`config.mk`:
```
export PLATFORM = sky130hd
export DESIGN_NAME = calculo_preco_flat
export DESIGN_NICKNAME = d
export VERILOG_FILES = /design/src/rtl/calculo_preco_if.sv /design/src/rtl/calculo_preco.sv /design/src/flat_wrapper.sv
export SDC_FILE = /design/constraint.sdc
export NUM_CORES = 1
export LEC_CHECK = 0
export CAP_MARGIN = 20
export CORE_MARGIN = 2
export CORE_UTILIZATION = 57
export CTS_CLUSTER_DIAMETER = 150
export CTS_CLUSTER_SIZE = 12
export DETAILED_ROUTE_END_ITERATION = 12
export GPL_TIMING_DRIVEN = 0
export PLACE_DENSITY = 0.76
export SETUP_SLACK_MARGIN = 0.2
export SYNTH_ARGS = -nofsm -noshare
export SYNTH_HDL_FRONTEND = slang
export SYNTH_SLANG_ARGS = --single-unit
export TNS_END_PERCENT = 100
```
`constraint.sdc`:
```
create_clock -name clk -period 8.5 [get_ports clk]
set_input_delay 1.275 -clock clk [delete_from_list [all_inputs] [get_ports clk]]
set_output_delay 1.275 -clock clk [all_outputs]
set_load 0.03 [all_outputs]
```
`src/rtl/calculo_preco_if.sv`:
```
// Bundle of the product/weight inputs and price outputs of calculo_preco.
// The master side (filtragem_peso / bench) drives product and weight;
// the slave side (calculo_preco) drives price, valid and busy flags.
interface calculo_preco_if;
    logic [1:0]  produto;
    logic [10:0] peso_liq;
    logic [15:0] preco_total;
    logic        valido;
    logic        ocupado;

    modport master (
        output produto,
        output peso_liq,
        input  preco_total,
        input  valido,
        input  ocupado
    );

    modport slave (
        input  produto,
        input  peso_liq,
        output preco_total,
        output valido,
        output ocupado
    );
endinterface

```
`src/rtl/calculo_preco.sv`:
```
// Price computation stage of the supermarket scale.
// Waits for product/weight to stay unchanged for ESTAB_CICLOS edges, then
// computes round((peso * preco_kg) / 1000) with an 11-step shift-add
// multiply followed by a 25-step restoring divide by 1000. Any input change
// during the computation aborts it; a change after completion clears the result.
module calculo_preco #(
    parameter int unsigned PRECO_BANANA    = 299,
    parameter int unsigned PRECO_MARACUJA  = 899,
    parameter int unsigned PRECO_TANGERINA = 450,
    parameter int unsigned ESTAB_CICLOS    = 8
) (
    input  logic          clk,
    input  logic          rst,
    calculo_preco_if.slave bus
);
    localparam int unsigned CONT_W = $clog2(ESTAB_CICLOS) + 1;

    typedef enum logic [1:0] {
        ESPERA,
        MULT,
        DIV,
        PRONTO
    } estado_t;

    estado_t           estado_q, estado_d;
    logic [CONT_W-1:0] cont_q, cont_d;
    logic [10:0]       peso_cap_q, peso_cap_d;
    logic [1:0]        prod_cap_q, prod_cap_d;
    logic [24:0]       mcand_q, mcand_d;
    logic [10:0]       mplier_q, mplier_d;
    logic [24:0]       acc_q, acc_d;
    logic [9:0]        rem_q, rem_d;
    logic [4:0]        passo_q, passo_d;
    logic [15:0]       preco_q, preco_d;
    logic              valido_q, valido_d;
    logic              ocupado_q, ocupado_d;

    logic              iguais;
    logic [13:0]       preco_sel;
    logic [24:0]       soma;
    logic [10:0]       rem_sh;
    logic              q_bit;
    logic [9:0]        rem_novo;
    logic [24:0]       quoc_prox;

    // Inputs compared against the values captured at the previous edge.
    always_comb begin
        iguais = (bus.produto == prod_cap_q) && (bus.peso_liq == peso_cap_q);
    end

    // Per-kg price of the captured product.
    always_comb begin
        case (prod_cap_q)
            2'b01:   preco_sel = PRECO_BANANA[13:0];
            2'b10:   preco_sel = PRECO_MARACUJA[13:0];
            2'b11:   preco_sel = PRECO_TANGERINA[13:0];
            default: preco_sel = '0;
        endcase
    end

    // One multiply step and one restoring-divide step; acc_q holds the product,
    // then the dividend whose bits are shifted out while quotient bits shift in.
    always_comb begin
        soma      = acc_q + (mplier_q[0] ? mcand_q : '0);
        rem_sh    = {rem_q, acc_q[24]};
        q_bit     = (rem_sh >= 11'd1000);
        rem_novo  = q_bit ? 10'(rem_sh - 11'd1000) : rem_sh[9:0];
        quoc_prox = {acc_q[23:0], q_bit};
    end

    // Next-state and output logic of the wait/multiply/divide/ready sequencer.
    always_comb begin
        estado_d   = estado_q;
        cont_d     = cont_q;
        peso_cap_d = peso_cap_q;
        prod_cap_d = prod_cap_q;
        mcand_d    = mcand_q;
        mplier_d   = mplier_q;
        acc_d      = acc_q;
        rem_d      = rem_q;
        passo_d    = passo_q;
        preco_d    = preco_q;
        valido_d   = valido_q;

        case (estado_q)
            ESPERA: begin
                peso_cap_d = bus.peso_liq;
                prod_cap_d = bus.produto;
                preco_d    = '0;
                valido_d   = 1'b0;
                if (iguais && (bus.produto != 2'b00)) begin
                    // cont counts equal edges after the capture edge, so the
                    // ESTAB_CICLOS-th edge sees cont == ESTAB_CICLOS-2.
                    if (cont_q == CONT_W'(ESTAB_CICLOS - 2)) begin
                        estado_d = MULT;
                        cont_d   = '0;
                        mcand_d  = {11'b0, preco_sel};
                        mplier_d = peso_cap_q;
                        acc_d    = '0;
                        passo_d  = '0;
                    end else begin
                        cont_d = cont_q + 1'b1;
                    end
                end else begin
                    cont_d = '0;
                end
            end

            MULT: begin
                if (!iguais) begin
                    estado_d   = ESPERA;
                    cont_d     = '0;
                    peso_cap_d = bus.peso_liq;
                    prod_cap_d = bus.produto;
                    preco_d    = '0;
                    valido_d   = 1'b0;
                end else begin
                    acc_d    = soma;
                    mcand_d  = mcand_q << 1;
                    mplier_d = mplier_q >> 1;
                    passo_d  = passo_q + 5'd1;
                    if (passo_q == 5'd10) begin
                        acc_d    = soma + 25'd500;
                        rem_d    = '0;
                        passo_d  = '0;
                        estado_d = DIV;
                    end
                end
            end

            DIV: begin
                if (!iguais) begin
                    estado_d   = ESPERA;
                    cont_d     = '0;
                    peso_cap_d = bus.peso_liq;
                    prod_cap_d = bus.produto;
                    preco_d    = '0;
                    valido_d   = 1'b0;
                end else begin
                    rem_d   = rem_novo;
                    acc_d   = quoc_prox;
                    passo_d = passo_q + 5'd1;
                    if (passo_q == 5'd24) begin
                        preco_d  = quoc_prox[15:0];
                        valido_d = 1'b1;
                        estado_d = PRONTO;
                    end
                end
            end

            PRONTO: begin
                if (!iguais) begin
                    estado_d   = ESPERA;
                    cont_d     = '0;
                    peso_cap_d = bus.peso_liq;
                    prod_cap_d = bus.produto;
                    preco_d    = '0;
                    valido_d   = 1'b0;
                end
            end

            default: begin
                estado_d = ESPERA;
                cont_d   = '0;
                preco_d  = '0;
                valido_d = 1'b0;
            end
        endcase

        ocupado_d = (estado_d == MULT) || (estado_d == DIV);
    end

    // State, datapath and output registers with asynchronous reset.
    always_ff @(posedge clk or posedge rst) begin
        if (rst) begin
            estado_q   <= ESPERA;
            cont_q     <= '0;
            peso_cap_q <= '0;
            prod_cap_q <= '0;
            mcand_q    <= '0;
            mplier_q   <= '0;
            acc_q      <= '0;
            rem_q      <= '0;
            passo_q    <= '0;
            preco_q    <= '0;
            valido_q   <= 1'b0;
            ocupado_q  <= 1'b0;
        end else begin
            estado_q   <= estado_d;
            cont_q     <= cont_d;
            peso_cap_q <= peso_cap_d;
            prod_cap_q <= prod_cap_d;
            mcand_q    <= mcand_d;
            mplier_q   <= mplier_d;
            acc_q      <= acc_d;
            rem_q      <= rem_d;
            passo_q    <= passo_d;
            preco_q    <= preco_d;
            valido_q   <= valido_d;
            ocupado_q  <= ocupado_d;
        end
    end

    assign bus.preco_total = preco_q;
    assign bus.valido      = valido_q;
    assign bus.ocupado     = ocupado_q;
endmodule

```
`src/flat_wrapper.sv`:
```
// flat-port wrapper written by rule: the top's interface ports become plain ports
module calculo_preco_flat 
#(
    parameter int unsigned PRECO_BANANA    = 299,
    parameter int unsigned PRECO_MARACUJA  = 899,
    parameter int unsigned PRECO_TANGERINA = 450,
    parameter int unsigned ESTAB_CICLOS    = 8
)
  (clk, rst, bus_produto, bus_peso_liq, bus_preco_total, bus_valido, bus_ocupado);
  calculo_preco_if bus_i ();
  input  logic clk;
  input  logic rst;
  input wire logic [$bits(bus_i.produto)-1:0] bus_produto;
  input wire logic [$bits(bus_i.peso_liq)-1:0] bus_peso_liq;
  output wire logic [$bits(bus_i.preco_total)-1:0] bus_preco_total;
  output wire logic [$bits(bus_i.valido)-1:0] bus_valido;
  output wire logic [$bits(bus_i.ocupado)-1:0] bus_ocupado;
  assign bus_i.produto = bus_produto;
  assign bus_i.peso_liq = bus_peso_liq;
  assign bus_preco_total = bus_i.preco_total;
  assign bus_valido = bus_i.valido;
  assign bus_ocupado = bus_i.ocupado;
  calculo_preco #(.PRECO_BANANA(PRECO_BANANA), .PRECO_MARACUJA(PRECO_MARACUJA), .PRECO_TANGERINA(PRECO_TANGERINA), .ESTAB_CICLOS(ESTAB_CICLOS)) u_core (.clk(clk), .rst(rst), .bus(bus_i));
endmodule
```
# Word level (Yosys, flattened, before mapping)
# Index checks and enable logic that the tools add are counted.
# Widths: inputs -> output; s select.
[op_classes] n_addsub=5 order_cmp=1 n_eq_ne=21 mux=51 reduce_logical=14
[op_table] cell="$mux 25" count=9
[op_table] cell="$pmux 25 s3" count=1
[op_table] cell="$pmux 25 s2" count=1
[op_table] cell="$mux 16" count=3
[op_table] cell="$pmux 16 s3" count=1
[op_table] cell="$mux 11" count=4
[op_table] cell="$pmux 11 s2" count=2
[op_table] cell="$mux 10" count=4
[op_table] cell="$pmux 10 s3" count=1
[op_table] cell="$add 25x25->25" count=1
[op_table] cell="$add 25x9->25 const B" count=1
[op_table] cell="$mux 5" count=5
[op_table] cell="$pmux 10 s2" count=1
[op_table] cell="$mux 2" count=8
[op_table] cell="$pmux 5 s3" count=1
[op_table] cell="$mux 4" count=3
[op_table] cell="$eq 11x11->1" count=1
[op_table] cell="$ge 11x10->1 const B" count=1
[op_table] cell="$eq 2x2->1 const B" count=5
[op_table] cell="$ne 2x1->1 const B" count=5
[op_table] cell="$sub 10x10->10 const B" count=1
[op_table] cell="$pmux 2 s4" count=1
[op_table] cell="$pmux 4 s2" count=1
[op_table] cell="$reduce_and 4->1" count=2
[op_table] cell="21 further kinds" count=29
[word_totals] reg_bits=113 inputBits=15 out_inout_bits=18 elab_cells=104

# Logic depth before layout (Yosys ltp)
# Gate-level depths: netlist (run 1).
[logic_depth] depth_word=7 depth_mapped=15

# Worst setup path before layout (run 1)
# No wires, ideal clock.
[synth_path] path_type="register -> register" start="register u_core.mplier_q[0]" end="register u_core.acc_q[17]" setup_ns=0.126 arrival_time_ns=3.224 t_required_ns=8.374 path_slack_ns=5.150 path_stages_with_launch=16 path_cell_list="dfrtp_1 > clkbuf_1 > and2_1 > ha_1 > inv_1 > fa_1 > nand2b_1 > a21oi_2 > o21ai_1 > and3_1 > nor4b_4 > nand4_2 > nand2b_4 > nor3_1 > xor2_1 > o21ai_1"
[synth_via] elab_chain_cells=6
[synth_rtl] element="start: declaration" line_no="calculo_preco.sv:30" rtl="logic [10:0] mplier_q, mplier_d;"
[synth_rtl] element="start signal: assignment" line_no="calculo_preco.sv:194" rtl="mplier_q <= mplier_d;"
[synth_rtl] element="$mux 25 (*)" line_no="calculo_preco.sv:64" rtl="soma = acc_q + (mplier_q[0] ? mcand_q : '0);"
[synth_rtl] element="$add 25x25->25 (*)" line_no="calculo_preco.sv:64"
[synth_rtl] element="$add 25x9->25" line_no="calculo_preco.sv:123" rtl="acc_d = soma + 25'd500;"
[synth_rtl] element="$mux 25 (*)" line_no="calculo_preco.sv:122" rtl="if (passo_q == 5'd10) begin"
[synth_rtl] element="$mux 25 (*)" line_no="calculo_preco.sv:110" rtl="if (!iguais) begin"
[synth_rtl] element="$pmux 25 s3 (*)" line_no="calculo_preco.sv:85" rtl="case (estado_q)"
[synth_rtl] element="end signal: assignment" line_no="calculo_preco.sv:182" rtl="acc_q <= '0;"
[synth_rtl] element="end signal: assignment" line_no="calculo_preco.sv:195" rtl="acc_q <= acc_d;"
[synth_rtl] element="end: declaration" line_no="calculo_preco.sv:31" rtl="logic [24:0] acc_q, acc_d;"
# Every way passes the cells marked *; elsewhere a longest branch is shown, timed or not. The select of a mux whose other input is x is not followed.
# A chain may end at the register's enable or synchronous reset.

# Final worst setup path (run 1)
[layout_path] start="register u_core.mplier_q[0]" end="register u_core.acc_q[21]"
# Same word-level chain as after synthesis.

==> results of run 1 <==
==> layout make-up <==
| cell class | instances | area share, % |
|---|---|---|
| buffer | 46 | 2.567 |
| clock buffer | 24 | 6.140 |
| clock inverter | 8 | 1.471 |
| inverter | 27 | 1.246 |
| multi-input combinational | 597 | 47.95 |
| sequential | 113 | 33.93 |
| tap | 168 | 2.522 |
| timing repair buffer | 33 | 4.174 |
==> critical path, cell delays in order (launching register included) <==
cell and delay, ps:
sky130_fd_sc_hd__dfrtp_1 470, sky130_fd_sc_hd__clkbuf_1 380, sky130_fd_sc_hd__and2_1 220, sky130_fd_sc_hd__ha_1 210, sky130_fd_sc_hd__inv_1 70, sky130_fd_sc_hd__fa_1 390, sky130_fd_sc_hd__nand2b_1 190, sky130_fd_sc_hd__a21oi_2 310
sky130_fd_sc_hd__o211a_4 240, sky130_fd_sc_hd__a21oi_2 100, sky130_fd_sc_hd__o311ai_1 530, sky130_fd_sc_hd__xnor2_1 240, sky130_fd_sc_hd__nor4_4 250, sky130_fd_sc_hd__nand2_1 110, sky130_fd_sc_hd__xnor2_1 170, sky130_fd_sc_hd__o21ai_0 110
==> power groups by stage <==
stage          clock (uW)  sequential [uW]  combinational [uW]
3_3_place_gp            0              554                29.5
5_1_grt               793              544                35.9
6_report              754              544                31.4
4_1_cts               762              544                32.4
2_1_floorplan           0              553                17.7
3_5_place_dp            0              554                32.2
==> per-stage QoR <==
step | cell area, um2 | hold slack, ps
finish | 8334 | 465.0
global route | 8334 | 491.8
CTS | 8334 | 469.0
detailed placement | 7700 | 456.8
global placement | 7670 | 452.7
floorplan | 7139 | 438.5
==> kinds of logic (layout without fill, tap and decap cells) <==
group,count (synthesis),count (layout),share of synthesized area (%)
AO/OA/AOI/OAI,209,209,20.31
adder cells (fa/ha/maj),39,39,6.940
XOR/XNOR,59,59,7.343
buffers and inverters,73,138,4.416
flip-flops,113,113,39.61
multiplexers,13,13,1.840
AND/OR/NAND/NOR,277,277,19.54
==> path summary, 6_finish.rpt <==
| kind | from | to | slack, ps | cells after the start |
|---|---|---|---|---|
| max | u_core.mplier_q[0]$_DFFE_PP0P_ | u_core.acc_q[21]$_DFFE_PP0P_ | 4350 | 15 |
| min reg2reg | u_core.mcand_q[24]$_DFFE_PP0P_ | u_core.mcand_q[24]$_DFFE_PP0P_ | 470 | 2 |
| min in group asynchronous | rst | u_core.mplier_q[8]$_DFFE_PP0P_ | 1250 | 2 |
| max in group asynchronous | rst | u_core.bus.preco_total[13]$_DFFE_PP0P_ | 6520 | 3 |
| max reg2reg | u_core.mplier_q[0]$_DFFE_PP0P_ | u_core.acc_q[21]$_DFFE_PP0P_ | 4350 | 15 |
| min | u_core.mcand_q[24]$_DFFE_PP0P_ | u_core.mcand_q[24]$_DFFE_PP0P_ | 470 | 2 |
==> layer usage <==
metal / share of wire (%) / track usage [%] / wire, um
met5: 0 / 0 / 0
met4: 1.5 / 9.206 / 271
met3: 5.0 / 5.596 / 886
met2: 49 / 47.10 / 8585
met1: 45 / 36.80 / 7920
==> cells in the final DEF, fill, tap and decap left out, drive strengths merged, types with 7 or more instances in the layout <==
cell	Yosys	routed
and2	30	30
a22o	23	23
nand2	124	124
mux2i	12	12
o31ai	10	10
a22oi	12	12
a32oi	11	11
dfrtp	113	113
nor2b	7	7
clkbuf	39	63
nor3	10	10
xor2	28	28
o21ai	71	71
clkdlybuf4s50	0	32
inv	26	27
ha	38	38
a21oi	31	31
buf	6	7
and3	10	10
a21o	10	10
nor2	25	25
a211oi	7	7
xnor2	31	31
nand4	11	11
nand3	32	32
==> flip-flops by register name (all words and copies together), names as in the netlist <==
signal / flops
u_core.bus.valido: 1
u_core.rem_q: 10
u_core.bus.ocupado: 1
u_core.estado_q: 2
u_core.cont_q: 4
u_core.prod_cap_q: 2
u_core.mcand_q: 25
u_core.passo_q: 5
u_core.mplier_q: 11
u_core.acc_q: 25
u_core.bus.preco_total: 16
u_core.peso_cap_q: 11
==> summary.txt, run 1 <==
Status
  • Run status: finished, final reports clean

Synth
  • Most frequent cell after synthesis: sky130_fd_sc_hd__nand2_1
  • Top cell type by total area after synthesis: sky130_fd_sc_hd__dfrtp_1
  • Flip-flop and latch count after synthesis: 113
  • EDFF count, synth: 0
  • Sequential share of the synthesized area: 39.61%
  • Most used DFF post-synth: sky130_fd_sc_hd__dfrtp_1
  • Mapped Cells: between 700 and 800
  • Area share of the largest cell type after synthesis: between 30 and 40%
  • Mapped Avg Cell Area: roughly 9 um2
  • Count of yosys warnings during synthesis: 0
  • Post-synthesis instance area: 7139 um2
  • Yosys cell types: 77
  • Cell types occupying the most area after synthesis: sky130_fd_sc_hd__dfrtp_1 (40%), sky130_fd_sc_hd__ha_1 (6.7%), sky130_fd_sc_hd__nand2_1 (6.5%), sky130_fd_sc_hd__o21ai_0 (4.3%), sky130_fd_sc_hd__xnor2_1 (3.7%)
  • Most common library cells after synthesis: sky130_fd_sc_hd__nand2_1 (124), sky130_fd_sc_hd__dfrtp_1 (113), sky130_fd_sc_hd__o21ai_0 (61), sky130_fd_sc_hd__ha_1 (38), sky130_fd_sc_hd__clkbuf_1 (35)
  • Net count of the mapped netlist: between 800 and 900
  • Async SR Flop Fraction: 100.0%

GRT
  • Via count of the first global-routing pass: 5826
  • Largest net degree at the start of global routing: slightly below 80
  • Antenna violations before repair: 0
  • First-pass GRT wire length: 29130 um
  • GRT Util Overall: about 28%
  • Global route overflow: 0

Power
  • Sw Pwr: 267.6 uW
  • Sequential share of power: about two fifths
  • Fraction of power spent switching nets: just over 20%
  • Internal power component: 1062 uW
  • IR Drop Worst-Case VDD: between 0.0001 and 0.00015 V
  • Clock power share: between 50% and 60%
  • Total power per unit cell area: between 150 and 200 nW/um2
  • Total chip power: ~1300 uW
  • Combinational share of power: 2.4%
  • Static Leakage: ~0.0038 uW

Cells and area
  • Reg area: roughly 2800 um2
  • ANT cells: 0
  • Share of layout cells above drive strength 1: under 10%
  • Filler cell count in the final layout: just under 1000
  • Final nets: between 800 and 900
  • Final non-filler cell total: just over 1000
  • Area Growth Syn to Fin: 16.74%
  • Total area of multi-input combinational cells: ~4000 um2
  • Layout Utilization: between 60% and 70%

Placed design
  • Number of buffer cells added on primary ports: 32
  • Post-Place Cells: 984
  • DP HPWL: 12670 um
  • DP Worst Slack: about 4200 ps
  • Routability congestion estimate from global placement: slightly above 0.9

STA
  • Clk_skew: around 11 ps
  • Setup violations, final: 0
  • Fmax achieved: ~0.24 GHz
  • Measured slew at the worst slew-check pin: 914.7 ps
  • Post-route setup slack: around 4400 ps
  • Number of max-slew violations in the final report: 0
  • Minimum clock period after layout: 4146 ps
  • Unrepaired setup endpoints after global routing: false
  • Tightest slew margin relative to the limit: between 30% and 40%
  • Final period utilization: 48.77%
  • Hold violation total from the final report: 0
  • Total negative slack for setup checks: 0 ps

Drt
  • Total Wirelength: 17660 um
  • Post-route antenna net violation count: 0
  • Vias after detailed routing: between 6000 and 7000
  • Ratio of routed vias to standard cells: approximately 6
  • Number of DRC violations after detailed routing: 0
  • Wire length per cell after detailed routing: between 15 and 20 um
  • DR iter-0 viols: 610
  • First-pass iteration count of the detailed router: 5

Floorplan
  • Initial core utilization: 58.95%
  • Rows: 40
  • Die area: ~13000 um2
  • Top-level I/O count: 33
  • Die boundary height: roughly 120 um
  • Die extent in x: 115.9 um
  • Core outline area: 12110 um2

Setup path
  • Arrival time reported for the critical path endpoint: approximately 4400 ps
  • Critical Path Fanout Max: 10
  • CP endpoint kind: register
  • Crit start category: register
  • Critical Path RT: 8780 ps
  • Crit Path Class: reg2reg

Clock tree
  • PostCTS Resize Cnt: 0
  • Number of hold buffers added after cts: 0
  • Library cell used as clock root buffer: sky130_fd_sc_hd__clkbuf_16
  • Clk_lat worst skew: around 420 ps
  • Max Buffers Root-to-Sink: 2
  • # H-tree levels: 4
  • CTS tree: built
  • Clock-pin slew on the worst setup and hold paths: about 50 ps
  • Total clock buffers created by CTS: 17
  • Clock sinks: around 110
  • Postcts setup bufs: 0

Min path
  • Tightest Hold Check Type: reg2reg

Flow run
  • Number of maximum-capacitance constraint violations: 0
Note: power is estimated with default switching activity, not from simulation.
==> inputs of run 2 (changes only) <==
==> constraint.sdc (replaced) <==
create_clock -name clk -period 3.93 [get_ports clk]
set_input_delay 0.5895 -clock clk [delete_from_list [all_inputs] [get_ports clk]]
set_output_delay 0.5895 -clock clk [all_outputs]
set_load 0.03 [all_outputs]
==> run 2 against run 1 <==
Net effect: via count increased by 0.23%; design area increased by 2.0%; clock-buffer cell count unchanged.
==> summary.txt, run 2 (synthesized netlist as in run 1, its figures left out) <==
Setup path
  • Crit start category: register
  • Number of buffers and inverters on the critical path: 3 (+1)
  • Crit Path Class: reg2reg
  • Critical path's slowest cell: sky130_fd_sc_hd__dfrtp_2
  • Critical Path Fanout Max: 10 (unchanged)
  • Arrival time reported for the critical path endpoint: 3880 ps (-550 ps)
  • Top Family by Delay on Critical Path: compound AO/OA/AOI/OAI gates
  • Critical Path RT: 4230 ps (-4550 ps)
  • CP cell instances: buf_4 > and2_1 > ha_4 > inv_1 > fa_1 > nand2b_4 > a21oi_4 > o211a_4 > a21oi_2 > o311a_1 > nor3_2 > xor2_1 > buf_4 > nand4_1 > xor2_1 > o21ai_1
  • Crit path largest cell delay: 410 ps (-120 ps)
  • CP endpoint kind: register

Power
  • IR Drop Worst-Case VDD: 0.0002951 V (+120%)
  • Static Leakage: 0.003931 uW (+2.9%)
  • Total power per unit cell area: 338.4 nW/um2 (+110%)

Cells and area
  • Filler cell count in the final layout: 956 (-1.0%)
  • Total area of multi-input combinational cells: 4120 um2 (+3.1%)
  • Reg area: 2829 um2 (about the same)
  • Final nets: 894 (+0.56%)
  • Share of layout cells above drive strength 1: 10.79% (+2.4 points)
  • Most common cell after layout, fill and taps aside: sky130_fd_sc_hd__nand2_1
  • Area Growth Syn to Fin: 19.09%
  • Layout Utilization: 70.20% (+1.4 points)
  • Most used cells in the layout excluding fill and tap cells: sky130_fd_sc_hd__nand2_1 (124), sky130_fd_sc_hd__dfrtp_1 (112), sky130_fd_sc_hd__o21ai_0 (60)
  • ANT cells: 0 (unchanged)

Floorplan
  • Initial core utilization: 58.95% (unchanged)
  • Die area: 13440 um2 (unchanged)
  • Rows: 40 (unchanged)
  • Die extent in x: 115.9 um (unchanged)
  • Die boundary height: 115.9 um (unchanged)
  • Core outline area: 12110 um2 (unchanged)
  • Top-level I/O count: 33 (unchanged)

GRT
  • Via count of the first global-routing pass: 5853 (+0.46%)
  • GRT Util Overall: 28.27% (+0.16 points)
  • Largest net degree at the start of global routing: 77 (unchanged)
  • Global route overflow: 0 (unchanged)
  • Antenna violations before repair: 0 (unchanged)
  • First-pass GRT wire length: 29280 um (+0.50%)

Clock tree
  • Clk_lat worst skew: 430 ps (about the same)
  • Library cell used as clock root buffer: sky130_fd_sc_hd__clkbuf_16
  • # H-tree levels: 4 (unchanged)
  • CTS tree: built
  • Max Buffers Root-to-Sink: 2 (unchanged)
  • Clock sinks: 113 (unchanged)
  • Number of hold buffers added after cts: 0 (unchanged)
  • Total clock buffers created by CTS: 17 (unchanged)
  • Clock-pin slew on the worst setup and hold paths: 50 ps (about the same)

STA
  • Minimum clock period after layout: 3582 ps (-563.7 ps)
  • Fmax achieved: 0.2792 GHz (+16%)
  • Setup violations, final: 0 (unchanged)
  • Number of max-slew violations in the final report: 0 (unchanged)
  • Unrepaired setup endpoints after global routing: false
  • Clk_skew: 13.37 ps (+2.282 ps)
  • Hold violation total from the final report: 0 (unchanged)
  • Tightest slew margin relative to the limit: 39.97% (+0.95 points)
  • Measured slew at the worst slew-check pin: 900.5 ps (-14.19 ps)
  • Final period utilization: 91.15% (+42 points)
  • Post-route setup slack: 347.9 ps (-4006 ps)

Placed design
  • Routability congestion estimate from global placement: 0.9324 (unchanged)
  • DP Worst Slack: -162.1 ps (-4326 ps)
  • DP HPWL: 12670 um (unchanged)
  • Number of buffer cells added on primary ports: 32 (unchanged)

Drt
  • Vias after detailed routing: 6108 (+0.23%)
  • Wire length per cell after detailed routing: 17.54 um (+0.87%)
  • DR iter-0 viols: 605 (-0.82%)
  • First-pass iteration count of the detailed router: 7 (+2)
  • Total Wirelength: 17910 um (+1.4%)
  • Post-route antenna net violation count: 0 (unchanged)
  • Ratio of routed vias to standard cells: 5.982 (-0.26%)
  • Number of DRC violations after detailed routing: 0 (unchanged)

Status
  • Run status: finished, final reports clean

Min path
  • Tightest Hold Check Type: reg2reg

Flow run
  • Number of maximum-capacitance constraint violations: 0 (unchanged)
## run 2: cell type report
| type | instances | share of cell area (%) |
|---|---|---|
| plain buffers | 46 | 2.575 |
| clock buffers | 24 | 6.019 |
| clock inverters | 8 | 1.442 |
| inverters | 27 | 1.221 |
| multi-input cells | 597 | 48.46 |
| flip-flops and latches | 113 | 33.27 |
| well taps | 168 | 2.472 |
| repair buffers | 38 | 4.533 |
## run 2: final timing paths
| path | slack [ps] | cells after the start | endpoint | from |
|---|---|---|---|---|
| min in group asynchronous | 570 | 2 | u_core.mplier_q[8]$_DFFE_PP0P_ | rst |
| worst min-delay path | 460 | 2 | u_core.mcand_q[24]$_DFFE_PP0P_ | u_core.mcand_q[24]$_DFFE_PP0P_ |
| max in group asynchronous | 2640 | 3 | u_core.bus.preco_total[13]$_DFFE_PP0P_ | rst |
| worst max-delay path | 350 | 16 | u_core.acc_q[23]$_DFFE_PP0P_ | u_core.mplier_q[0]$_DFFE_PP0P_ |
| worst max register to register | 350 | 16 | u_core.acc_q[23]$_DFFE_PP0P_ | u_core.mplier_q[0]$_DFFE_PP0P_ |
| worst min register to register | 460 | 2 | u_core.mcand_q[24]$_DFFE_PP0P_ | u_core.mcand_q[24]$_DFFE_PP0P_ |
## run 2: worst reg2reg max path, delay by kind of cell (launching register included)
family | cells | cell delay [ps]
compound gates | 5 | 1050
xor+xnor | 2 | 330
simple gates | 4 | 690
fa+ha+maj | 2 | 570
buf+inv | 3 | 390
flops | 1 | 410
## run 2: through the flow
step	total power, uW	instances	setup TNS (ps)	hold slack (ps)	cell area, um2
floorplan	1234	783	0	438.5	7139
global placement	1261	983	-129770	452.7	7670
detailed placement	1267	984	-986.5	456.8	7700
CTS	2896	1017	0	469.0	8391
global route	2971	1021	0	491.8	8502
finish	2877	1021	0	463.8	8502
## run 2: report_power, final
group	switching (uW)	internal, uW	total (uW)	leakage, uW
logic	38.2	29.5	67.7	0.00207
clock network	535	1100	1630	0.000317
registers	5.67	1170	1180	0.00155
## run 2: per-layer routing
layer | part of all wire, % | vias to the layer above | track usage, %
li1 | - | 2907 | -
met1 | 44 | 2991 | 37.10
met2 | 49 | 188 | 47.60
met3 | 5.5 | 22 | 5.178
met4 | 1.5 | 0 | 9.206
met5 | 0 | - | 0
## run 2: timing repair
action                     in CTS  in global routing
buffers inserted                1                  4
resized for setup              10                 16
cloned                          0                  0
setup endpoints to repair      10                 11
pin swaps                       2                  7
==> inputs of run 3 (changes only) <==
--- a/config.mk
+++ b/config.mk
@@ -8,6 +8,7 @@
 export CAP_MARGIN = 20
 export CORE_MARGIN = 2
 export CORE_UTILIZATION = 57
+export CTS_BUF_LIST = sky130_fd_sc_hd__clkbuf_2 sky130_fd_sc_hd__clkbuf_4 sky130_fd_sc_hd__clkbuf_8
 export CTS_CLUSTER_DIAMETER = 150
 export CTS_CLUSTER_SIZE = 12
 export DETAILED_ROUTE_END_ITERATION = 12
==> run 3 against run 2 <==
Net effect: worst hold slack improved by 5.4 ps; clock skew is 3.0 ps higher; routed wire length is 2.9% lower; clock power is 25% lower; clock-buffer cell count unchanged; sequential power about the same; design area is 2.2% lower; final cell count fell by 0.20%; die area unchanged; combinational power is essentially flat.
==> summary.txt, run 3 (synthesized netlist as in run 1, its figures left out) <==
Cells and area
  • Final nets: 892 (-0.22%)
  • Area Growth Syn to Fin: 16.46%
  • Most used cells in the layout excluding fill and tap cells: sky130_fd_sc_hd__nand2_1 (124), sky130_fd_sc_hd__dfrtp_1 (112), sky130_fd_sc_hd__o21ai_0 (60)
  • Final non-filler cell total: 1019 (-0.20%)
  • Share of layout cells above drive strength 1: 11.16% (+0.38 points)
  • Post-route cell area: 8314 um2 (-2.2%)
  • ANT cells: 0 (unchanged)
  • Most common cell after layout, fill and taps aside: sky130_fd_sc_hd__nand2_1

Placed design
  • Number of buffer cells added on primary ports: 32 (unchanged)
  • DP HPWL: 12670 um (unchanged)
  • Routability congestion estimate from global placement: 0.9324 (unchanged)
  • Post-Place Cells: 984 (unchanged)
  • Area after detailed placement: 7700 um2 (unchanged)
  • DP Worst Slack: -162.1 ps (unchanged)

Clock tree
  • # H-tree levels: 4 (unchanged)
  • Max Buffers Root-to-Sink: 2 (unchanged)
  • Clock-pin slew on the worst setup and hold paths: 70 ps (+20 ps)
  • Clock sinks: 113 (unchanged)
  • CTS tree: built
  • Clk_lat worst skew: 460 ps (+30 ps)
  • Total clock buffers created by CTS: 17 (unchanged)
  • Library cell used as clock root buffer: sky130_fd_sc_hd__clkbuf_8
  • Number of hold buffers added after cts: 0 (unchanged)

Drt
  • First-pass iteration count of the detailed router: 5 (-2)
  • Wire length per cell after detailed routing: 17.06 um (-2.7%)
  • Ratio of routed vias to standard cells: 5.931 (-0.85%)
  • Vias after detailed routing: 6044 (-1.0%)
  • Number of DRC violations after detailed routing: 0 (unchanged)
  • DR iter-0 viols: 456 (-25%)
  • Total Wirelength: 17390 um (-2.9%)
  • Post-route antenna net violation count: 0 (unchanged)

Setup path
  • Critical Path Fanout Max: 10 (unchanged)
  • Crit start category: register
  • Crit Path Class: reg2reg
  • CP endpoint kind: register
  • Critical Path RT: 4260 ps (+30 ps)
  • Arrival time reported for the critical path endpoint: 3920 ps (+40 ps)
  • Register-to-Register Path Depth: 15 (-1)

Power
  • IR Drop Worst-Case VDD: 0.0002857 V (-3.2%)
  • Combinational share of power: 2.7% (+0.3 points)
  • Internal power component: 1935 uW (-16%)
  • Sequential share of power: 47.7% (+6.8 points)
  • Static Leakage: 0.003842 uW (-2.3%)
  • Total power per unit cell area: 296.5 nW/um2 (-12%)
  • Total chip power: 2465 uW (-14%)
  • Fraction of power spent switching nets: 21.50% (+1.4 points)
  • Clock power share: 49.6% (-7.1 points)
  • Sw Pwr: 529.9 uW (-8.5%)

GRT
  • Largest net degree at the start of global routing: 77 (unchanged)
  • GRT Util Overall: 27.65% (-0.62 points)
  • Global route overflow: 0 (unchanged)
  • Antenna violations before repair: 0 (unchanged)
  • First-pass GRT wire length: 28550 um (-2.5%)
  • Via count of the first global-routing pass: 5694 (-2.7%)

Floorplan
  • Die boundary height: 115.9 um (unchanged)
  • Top-level I/O count: 33 (unchanged)
  • Die area: 13440 um2 (unchanged)
  • Rows: 40 (unchanged)
  • Core outline area: 12110 um2 (unchanged)
  • Initial core utilization: 58.95% (unchanged)
  • Die extent in x: 115.9 um (unchanged)

STA
  • Final period utilization: 91.25% (+0.10 points)
  • Post-route setup slack: 344.0 ps (-3.951 ps)
  • Number of max-slew violations in the final report: 0 (unchanged)
  • Measured slew at the worst slew-check pin: 903.6 ps (+3.114 ps)
  • Minimum clock period after layout: 3586 ps (+3.951 ps)
  • Clk_skew: 16.36 ps (+2.988 ps)
  • Unrepaired setup endpoints after global routing: true
  • Setup violations, final: 0 (unchanged)
  • Tightest slew margin relative to the limit: 39.76% (-0.21 points)
  • Hold violation total from the final report: 0 (unchanged)
  • Fmax achieved: 0.2789 GHz (-0.11%)

Flow run
  • Number of maximum-capacitance constraint violations: 0 (unchanged)

Min path
  • Number of cells on the worst hold path: 2 (unchanged)
  • Tightest Hold Check Type: reg2reg

Status
  • Run status: finished, final reports clean
==> run 3: cell count changes in the layout (fill, tap and decap cells not counted), sizes merged <==
cell	delta
buf	-2
==> run 3: metal layers <==
| layer | track usage (%) | wire length (um) |
|---|---|---|
| met5 | 0 | 0 |
| met4 | 10.95 | 396 |
| met3 | 5.230 | 885 |
| met2 | 45.19 | 8212 |
| met1 | 36.53 | 7893 |
==> run 3: path summary, 6_finish.rpt <==
path / slack, ps / endpoint / startpoint
worst max-delay path: 340 / u_core.acc_q[21]$_DFFE_PP0P_ / u_core.mplier_q[0]$_DFFE_PP0P_
worst min-delay path: 470 / u_core.mcand_q[24]$_DFFE_PP0P_ / u_core.mcand_q[24]$_DFFE_PP0P_
worst max register to register: 340 / u_core.acc_q[21]$_DFFE_PP0P_ / u_core.mplier_q[0]$_DFFE_PP0P_
worst min register to register: 470 / u_core.mcand_q[24]$_DFFE_PP0P_ / u_core.mcand_q[24]$_DFFE_PP0P_
max in group asynchronous: 2680 / u_core.bus.preco_total[13]$_DFFE_PP0P_ / rst
min in group asynchronous: 530 / u_core.acc_q[17]$_DFFE_PP0P_ / rst
==> run 3: stage by stage <==
stage / setup TNS [ps] / util [%] / hold WS, ps
after detailed placement: -986.5 / 63.57 / 456.8
after global routing: 0 / 68.65 / 495.9
after global placement: -129770 / 63.33 / 452.7
after CTS: 0 / 67.73 / 472.7
after floorplan: 0 / - / 438.5
final: 0 / 68.65 / 469.2
==> run 3: power by group through the flow <==
stage | logic, uW | registers [uW] | clock network [uW]
after global routing | 77.2 | 1180 | 1300
final | 67.6 | 1180 | 1220
after CTS | 69.8 | 1180 | 1240
after floorplan | 38.2 | 1200 | 0
after detailed placement | 69.5 | 1200 | 0
after global placement | 63.8 | 1200 | 0
==> run 3: layout make-up <==
type / count / area, um2
fill: 1006 / 3797
sequential: 113 / 2829
inverter: 27 / 103.9
buffer: 46 / 219.0
tap: 168 / 210.2
timing repair buffer: 36 / 370.4
clock inverter: 8 / 122.6
multi-input combinational: 597 / 4135
clock buffer: 24 / 324.1
==> run 3: timing repair <==
action                     in CTS  in global routing
pin swaps                       2                 10
gates resized for setup        10                 20
setup endpoints to repair      10                 10
buffers inserted                1                  2
==> run 3: critical path: stages, from the launching register on <==
cell	delay, ps
sky130_fd_sc_hd__dfrtp_2	440
sky130_fd_sc_hd__buf_4	180
sky130_fd_sc_hd__nand2_1	140
sky130_fd_sc_hd__inv_1	60
sky130_fd_sc_hd__ha_1	320
sky130_fd_sc_hd__a211oi_4	310
sky130_fd_sc_hd__o211ai_1	140
sky130_fd_sc_hd__a211oi_2	370
sky130_fd_sc_hd__buf_4	190
sky130_fd_sc_hd__nor4_1	70
sky130_fd_sc_hd__a211oi_2	280
sky130_fd_sc_hd__xnor2_1	200
sky130_fd_sc_hd__nor4_4	360
sky130_fd_sc_hd__nand2_1	150
sky130_fd_sc_hd__xnor2_2	170
sky130_fd_sc_hd__o21ai_1	80
